==> src/rtl/pak_dsp_pkg.sv <==
// Shared types and helpers for the pak_dsp FFT stream sequencer.
package pak_dsp_pkg;

  localparam int FFT_N_DEFAULT = 8;

  typedef enum logic [1:0] {
    COLLECT,
    WAIT,
    DRAIN
  } fft_ctrl_state_t;

  typedef struct packed {
    logic [30:0] bin;
    logic        isImag;
  } fft_sel_t;

  // Output words interleave real and imag per bin, so the low bit picks the part.
  function automatic fft_sel_t fft_out_sel(input logic [31:0] rdIdx);
    fft_sel_t sel;
    sel.bin    = rdIdx[31:1];
    sel.isImag = rdIdx[0];
    return sel;
  endfunction

endpackage

==> src/rtl/fft_stream_ctrl.sv <==
// Frame sequencer around a parallel N-point FFT: deserialise samples, hold them
// for the FFT latency, capture the bins and stream them out real/imag per bin.
import pak_dsp_pkg::*;

module fft_stream_ctrl #(
  parameter int DATA_WIDTH  = 16,
  parameter int N           = FFT_N_DEFAULT,
  parameter int FFT_LATENCY = 0
) (
  input  logic                             clk,
  input  logic                             arst,
  input  logic                             flush,
  input  logic [DATA_WIDTH-1:0]            src_data_in,
  input  logic                             src_valid_in,
  output logic                             src_ready_out,
  output logic [N-1:0][DATA_WIDTH-1:0]     fft_x_real,
  output logic [N-1:0][DATA_WIDTH-1:0]     fft_x_imag,
  input  logic [N-1:0][DATA_WIDTH-1:0]     fft_X_real,
  input  logic [N-1:0][DATA_WIDTH-1:0]     fft_X_imag,
  output logic [DATA_WIDTH-1:0]            dst_data_out,
  output logic                             dst_valid_out,
  input  logic                             dst_ready_in,
  output logic                             dst_last_out,
  output logic                             busy
);

  localparam int WW = $clog2(N);
  localparam int RW = $clog2(2 * N);
  localparam int CW = (FFT_LATENCY > 0) ? $clog2(FFT_LATENCY + 1) : 1;

  localparam logic [WW-1:0] WR_LAST  = WW'(N - 1);
  localparam logic [RW-1:0] RD_LAST  = RW'(2 * N - 1);
  localparam logic [CW-1:0] LAT_LOAD = CW'(FFT_LATENCY);

  fft_ctrl_state_t                 r_state;
  logic [WW-1:0]                   r_wrIdx;
  logic [RW-1:0]                   r_rdIdx;
  logic [CW-1:0]                   r_cnt;
  logic [N-1:0][DATA_WIDTH-1:0]    r_bufReal;
  logic [N-1:0][DATA_WIDTH-1:0]    r_bufImag;
  fft_sel_t                        w_sel;
  logic [DATA_WIDTH-1:0]           w_word;

  assign fft_x_imag   = '0;
  assign busy         = (r_state != COLLECT);
  assign dst_last_out = dst_valid_out && (r_rdIdx == RD_LAST);
  assign dst_data_out = dst_valid_out ? w_word : '0;
  assign w_sel        = fft_out_sel(32'(r_rdIdx));

  always_comb begin
    w_word = '0;
    for (int k = 0; k < N; k++) begin
      if (w_sel.bin == 31'(k)) begin
        w_word = w_sel.isImag ? r_bufImag[k] : r_bufReal[k];
      end
    end
  end

  // Flush outranks any handshake in the same cycle, so that handshake is dropped.
  always_ff @(posedge clk or posedge arst) begin
    if (arst) begin
      r_state       <= COLLECT;
      r_wrIdx       <= '0;
      r_rdIdx       <= '0;
      r_cnt         <= '0;
      r_bufReal     <= '0;
      r_bufImag     <= '0;
      fft_x_real    <= '0;
      src_ready_out <= 1'b0;
      dst_valid_out <= 1'b0;
    end else if (flush) begin
      r_state       <= COLLECT;
      r_wrIdx       <= '0;
      r_rdIdx       <= '0;
      r_cnt         <= '0;
      src_ready_out <= 1'b1;
      dst_valid_out <= 1'b0;
    end else begin
      unique case (r_state)
        COLLECT: begin
          src_ready_out <= 1'b1;
          if (src_valid_in && src_ready_out) begin
            fft_x_real[r_wrIdx] <= src_data_in;
            if (r_wrIdx == WR_LAST) begin
              r_wrIdx       <= '0;
              r_cnt         <= LAT_LOAD;
              r_state       <= WAIT;
              src_ready_out <= 1'b0;
            end else begin
              r_wrIdx <= r_wrIdx + 1'b1;
            end
          end
        end
        WAIT: begin
          if (r_cnt == '0) begin
            r_bufReal     <= fft_X_real;
            r_bufImag     <= fft_X_imag;
            r_rdIdx       <= '0;
            r_state       <= DRAIN;
            dst_valid_out <= 1'b1;
          end else begin
            r_cnt <= r_cnt - 1'b1;
          end
        end
        DRAIN: begin
          if (dst_ready_in) begin
            if (r_rdIdx == RD_LAST) begin
              r_rdIdx       <= '0;
              r_state       <= COLLECT;
              dst_valid_out <= 1'b0;
              src_ready_out <= 1'b1;
            end else begin
              r_rdIdx <= r_rdIdx + 1'b1;
            end
          end
        end
        default: begin
          r_state <= COLLECT;
        end
      endcase
    end
  end

endmodule

==> config.mk <==
export PLATFORM = sky130hd
export DESIGN_NAME = fft_stream_ctrl
export DESIGN_NICKNAME = d
export VERILOG_FILES = /design/src/rtl/pak_dsp_pkg.sv /design/src/rtl/fft_stream_ctrl.sv
export SDC_FILE = /design/constraint.sdc
export NUM_CORES = 1
export LEC_CHECK = 0
export CAP_MARGIN = 20
export CORE_AREA = 2 2 260 262
export CTS_CLUSTER_DIAMETER = 200
export DETAILED_ROUTE_END_ITERATION = 10
export DIE_AREA = 0 0 262 264
export SYNTH_ARGS = -nofsm -noshare
export SYNTH_HDL_FRONTEND = slang
export SYNTH_SLANG_ARGS = --single-unit
==> constraint.sdc <==
create_clock -name clk -period 37.6 [get_ports clk]
set_input_delay 9.4 -clock clk [delete_from_list [all_inputs] [get_ports clk]]
set_output_delay 9.4 -clock clk [all_outputs]
set_load 0.005 [all_outputs]
== Yosys cells after proc, flatten, opt, wreduce, memory -nomap -nowiden ==
Index checks and enable logic that the tools add are counted.

* Flip-flop bits (word level): 396
* Latch bits: 0
* RAM bits: 0
* ROM bits: 0
* Output and inout port bits: 276
* Memories kept: 0

* $add $sub $neg: 3
* Multipliers: 0
* Div/mod/pow operators: 0
* Magnitude comparators: 2
* Eq/ne operators: 16
* Shift-type cells: 0
* Mux-type cells: 52
* Bitwise gates (word level): 2
* Reductions and logical operators: 19

{| class="wikitable"
|+ Operators by type and width
! kind !! number
|-
| two-way mux 16 bit || 18
|-
| bitwise mux 128 bit || 1
|-
| demux 16 bit (select 3 bit) || 1
|-
| zero test 31 bit || 1
|-
| two-way mux 4 bit || 4
|-
| == test 3 bit (second input constant) || 5
|-
| inequality test 3 bit (second input constant) || 5
|-
| AND reduction 3 bit || 5
|-
| two-way mux 1 bit || 13
|-
| two-way mux 2 bit || 6
|-
| two-way mux 3 bit || 4
|-
| nonzero test 3 bit || 3
|-
| one-hot mux 4 bit (2 select lines) || 1
|-
| == test 3 x 2 -> 1 bit (second input constant) || 2
|-
| one-hot mux 1 bit (2 select lines) || 3
|-
| one-hot mux 2 bit (3 select lines) || 1
|-
| nonzero test 2 bit || 3
|-
| AND reduction 5 bit || 1
|-
| adder 4 x 1 -> 4 bit (second input constant) || 1
|-
| == test 4 bit (second input constant) || 1
|-
| < comparator 3 x 4 -> 1 bit (second input constant) || 1
|-
| AND reduction 4 bit || 1
|-
| adder 3 x 1 -> 3 bit (second input constant) || 1
|-
| == test 3 x 1 -> 1 bit (second input constant) || 1
|-
| other kinds (8) || 11
|}

== Logic depth before layout (Yosys ltp) ==
* Word-level depth: 10
* Gate-level depth with buffers: 7

== Worst setup path after synthesis ==
No wires, ideal clock.

* Path type: register to output
* Start point: register r_rdIdx[0]
* End point: output dst_data_out[10]
* Arrival: 1.743 ns
* Data required time: 28.200 ns
* Setup slack: 26.457 ns
* Stages on the path, launching flop included: 6
* Cells stage by stage: dfrtp_1 -> clkbuf_1 -> clkbuf_1 -> mux2_2 -> a222oi_1 -> a21oi_1

* Word-level cells in the longest chain between the ends: 10
* Elaborated cells on any way between the ends: 17
* Those cells by class: 17 x mux

{| class="wikitable"
|+ Ends and longest elaborated chain
! element !! RTL line !! RTL
|-
| start: declaration || fft_stream_ctrl.sv:37 || <nowiki>logic [RW-1:0] r_rdIdx;</nowiki>
|-
| start signal: assignment || fft_stream_ctrl.sv:113 || <nowiki>r_rdIdx <= r_rdIdx + 1'b1;</nowiki>
|-
| two-way mux 16 bit || fft_stream_ctrl.sv:54 || <nowiki>w_word = w_sel.isImag ? r_bufImag[k] : r_bufReal[k];</nowiki>
|-
| two-way mux 16 bit (7 in series) || fft_stream_ctrl.sv:53 || <nowiki>if (w_sel.bin == 31'(k)) begin</nowiki>
|-
| two-way mux 16 bit * || fft_stream_ctrl.sv:53 ||
|-
| two-way mux 16 bit * || fft_stream_ctrl.sv:47 || <nowiki>assign dst_data_out = dst_valid_out ? w_word : '0;</nowiki>
|-
| end: declaration || fft_stream_ctrl.sv:20 || <nowiki>output logic [DATA_WIDTH-1:0] dst_data_out,</nowiki>
|}

Mark *: on every way between the ends. The rest lies on a longest branch, timed or not.

== Final worst setup path ==
Ends and elaborated chain as after synthesis.

==> qor.log <==
[critical_path] worst reg2reg path startpoint r_state[0]$_DFFE_PP0P_
[finish] share of layout cells above drive strength 1 29.37%
[outcome] outcome completed
[timing] Final Cycle Share 36.51%
[route] count of vias placed by the detailed router 12250
[cts] Num CTS Buffers 47
[timing] maximum achievable frequency 72.85 MHz
[critical_path] Critical Path Start r_rdIdx[0]$_DFFE_PP0P_
[route] Starting DRT DRC Count 743
[timing] Final Hold Fails 0
[logic_synthesis] Mean Syn Cell Area 13.56 sq um
[timing] aggregate negative setup slack 0 ns
[cts] number of H-tree levels 2
[critical_path] Critical R2R Capture fft_x_real[44]$_DFFE_PP0P_
[floorplanning] initial core utilization 27.58%
[cts] clock tree root buffer cell sky130_fd_sc_hd__clkbuf_16
[finish] Final Instance Area 24760 sq um
[timing] total count of max-transition violations in the final report 0
[finish] growth of design area from synthesis to finish 34.92%
[floorplanning] Core ar. 66560 sq um
[power] LEAKAGE 10.68 nW
[logic_synthesis] area share of the leading cell type in the synthesized netlist 53.85%
[logic_synthesis] area leader, netlist sky130_fd_sc_hd__dfrtp_1
[critical_path] critical path fanouts, max 58
[logic_synthesis] number of flops mapped to enable cells by yosys 0
[placement] IO buf count 424
[critical_path] last element of the critical path dst_data_out[10]
[critical_path] worst endpoint required time 28.20 ns
[floorplanning] die width 262 um
[placement] placed cell area 23030 sq um
[global_routing] pin count of the biggest net entering global routing 173
[route] count of nets left with antenna violations after detail routing 0
[global_routing] Tot GR Track Use 17.58%
[power] Overall Power 1.106 mW
[logic_synthesis] most frequently used flop master after synthesis sky130_fd_sc_hd__dfrtp_1
[timing] Slew headroom 19.69%
[cts] Clock transition at path regs 0.06 ns
[placement] final HPWL from detailed placement 47050 um
[logic_synthesis] unique cell type count in the Yosys netlist 46
[route] number of vias per cell 4.580
[cts] clock sinks 395
[critical_path] type of element launching the critical path flop
[cts] Longest Clk Path Bufs 3
[cts] total of cells resized after clock tree synthesis 0
[floorplanning] Cell Rows 95
[route] routed length per instance 23.37 um
[logic_synthesis] yosys warns 0
[timing] Tightest Pin Transition 1.205 ns
[floorplanning] die outline height 264 um
[logic_synthesis] most frequent cell after synthesis sky130_fd_sc_hd__mux2_2
[floorplanning] # IOs 553
[global_routing] sum of overflow across all layers after global routing 0
[finish] number of fill cells in the layout 6359
[logic_synthesis] post-synthesis sequential area ratio 53.85%
[floorplanning] overall die area 69170 sq um
[cts] CTS tree yes
[global_routing] via count of the first global-routing pass 13180
[logic_synthesis] post-synthesis cell area 18360 sq um
[min_path] hold-critical path depth 1
[timing] number of setup violations in the final report 0
[route] wire length reported by the detailed router 62520 um
[route] number of iterations in the first detailed-routing pass 7
[cts] # Post-CTS Setup Buffers 0
[critical_path] Critical Path AT 4.33 ns
[cts] Hold-fix buffers, CTS 0
[global_routing] first-pass GRT wire length 89070 um
[placement] final weighted congestion in routability-driven placement 0.8100
[route] residual DRC count 0
[critical_path] depth of the worst register-to-register path 4
[timing] Clock Skew 0.02902 ns
[logic_synthesis] post-synthesis async set-or-reset flop share 100.0%
[min_path] worst min-delay path class flop to flop
[critical_path] R2R setup slack 34.48 ns
[timing] unrepaired setup endpoints after global routing false
[critical_path] category of the most critical setup path flop to output port
[logic_synthesis] cells taking the most area after synthesis sky130_fd_sc_hd__dfrtp_1 (54%), sky130_fd_sc_hd__mux2_2 (25%), sky130_fd_sc_hd__buf_4 (5.3%)
[logic_synthesis] commonest cells in the netlist sky130_fd_sc_hd__mux2_2 (412), sky130_fd_sc_hd__dfrtp_1 (395), sky130_fd_sc_hd__buf_4 (130)
[timing] time the worst path needs with I/O delays and setup 13.73 ns
[job] max capacitance violation total 0
[logic_synthesis] number of instances in the synthesized netlist 1354
[finish] net count of the finished layout 2038
[timing] tightest hold margin 0.4851 ns
[cts] clock insertion delay at the later pin of the skew report 0.59 ns
[power] worst vdd ir 0.00003470 V
[logic_synthesis] number of flip-flops and latches in the synthesized netlist 395
[global_routing] number of antenna violations at the first check in global routing 21
[power] ratio of total power to cell area 44.67 nW/um^2
[critical_path] Setup crit end kind output port
## cells by family after synthesis
| logic type | synth area share [%] |
|---|---|
| adders and majority gates | 0.2045 |
| AOI/OAI and AO/OA | 5.637 |
| buffers and inverters | 7.307 |
| xor gates and xnor gates | 0.04773 |
| other | 0.02043 |
| and+or+nand+nor | 2.625 |
| muxes | 30.31 |
| DFF | 53.85 |
## metal layers
metal	up-vias	share of wire (%)	global-route usage, %
li1	5434	-	-
met1	6243	39	20.35
met2	449	50	30.23
met3	108	8.4	5.949
met4	18	2.9	5.863
met5	-	0.16	0
## worst max-delay path, cell delays in order (launching register included)
cell,delay [ns]
sky130_fd_sc_hd__dfrtp_4,0.78
sky130_fd_sc_hd__buf_4,0.72
sky130_fd_sc_hd__mux2i_1,0.18
sky130_fd_sc_hd__o21ai_0,0.78
sky130_fd_sc_hd__a222oi_1,0.39
sky130_fd_sc_hd__a21oi_1,0.31
sky130_fd_sc_hd__clkdlybuf4s50_1,0.54
## where the power goes
group          internal (mW)  switching (mW)  total, mW
clock                  0.297           0.189      0.487
sequential             0.459          0.0207      0.480
combinational         0.0889          0.0512      0.140
total                  0.845           0.261       1.11
## state kept, by name, indices dropped and copies added (netlist names)
register / cells
dst_valid_out: 1
src_ready_out: 1
r_state: 2
r_wrIdx: 3
r_bufImag: 128
r_rdIdx: 4
r_bufReal: 128
fft_x_real: 128
## per-stage QoR
stage	utilization (%)	worst slack, ns	instances
4_1_cts	37.08	23.78	2662
3_5_place_dp	34.59	24.45	2580
3_3_place_gp	34.46	24.14	2575
2_1_floorplan	-	17.22	1481
6_report	37.20	23.87	2675
5_1_grt	37.19	23.67	2671
## cell type report
cell class              count  area [sq um]  share of cell area [%]
multi-input cells         871          7614                   30.74
inverters                   3         18.77                 0.07579
repair buffers            440          4468                   18.04
diodes                     11         27.53                  0.1112
flip-flops and latches    395          9889                   39.94
well taps                 873          1092                   4.411
clock buffers              66          1378                   5.563
clock inverters            16         276.5                   1.117
## layout by cell type (no fill, tap or decap), types with 3 or more instances in the layout
cell,n
sky130_fd_sc_hd__nand2_1,6
sky130_fd_sc_hd__mux2i_1,66
sky130_fd_sc_hd__a21oi_1,23
sky130_fd_sc_hd__bufinv_16,6
sky130_fd_sc_hd__nor2_1,23
sky130_fd_sc_hd__nor2b_1,20
sky130_fd_sc_hd__clkbuf_1,6
sky130_fd_sc_hd__buf_6,3
sky130_fd_sc_hd__mux2_1,10
sky130_fd_sc_hd__o211ai_1,16
sky130_fd_sc_hd__mux2_2,412
sky130_fd_sc_hd__a211o_1,16
sky130_fd_sc_hd__nand3b_1,4
sky130_fd_sc_hd__o21a_1,16
sky130_fd_sc_hd__nand3_1,3
sky130_fd_sc_hd__o21ai_0,67
sky130_fd_sc_hd__clkbuf_16,47
sky130_fd_sc_hd__buf_4,8
sky130_fd_sc_hd__a222oi_1,16
sky130_fd_sc_hd__conb_1,128
sky130_fd_sc_hd__clkbuf_8,13
sky130_fd_sc_hd__buf_16,4
sky130_fd_sc_hd__mux2_4,10
sky130_fd_sc_hd__dfrtp_1,393
sky130_fd_sc_hd__diode_2,11
sky130_fd_sc_hd__clkdlybuf4s50_1,424
sky130_fd_sc_hd__nor3_1,4
sky130_fd_sc_hd__nand2b_1,3
sky130_fd_sc_hd__clkinv_2,3
sky130_fd_sc_hd__ha_1,3
## worst min-delay path by stage
| stage | from | end | slack, ns |
|---|---|---|---|
| floorplan | r_bufReal[100]$_DFFE_PP0P_ | r_bufReal[100]$_DFFE_PP0P_ | 0.47 |
| finish | fft_x_real[32]$_DFFE_PP0P_ | fft_x_real[32]$_DFFE_PP0P_ | 0.49 |
| global route | r_bufReal[103]$_DFFE_PP0P_ | r_bufReal[103]$_DFFE_PP0P_ | 0.51 |
| global placement | fft_x_real[46]$_DFFE_PP0P_ | fft_x_real[46]$_DFFE_PP0P_ | 0.47 |
| CTS | fft_x_real[32]$_DFFE_PP0P_ | fft_x_real[32]$_DFFE_PP0P_ | 0.49 |
| detailed placement | fft_x_real[32]$_DFFE_PP0P_ | fft_x_real[32]$_DFFE_PP0P_ | 0.48 |
(Power assumes the default switching activity.)
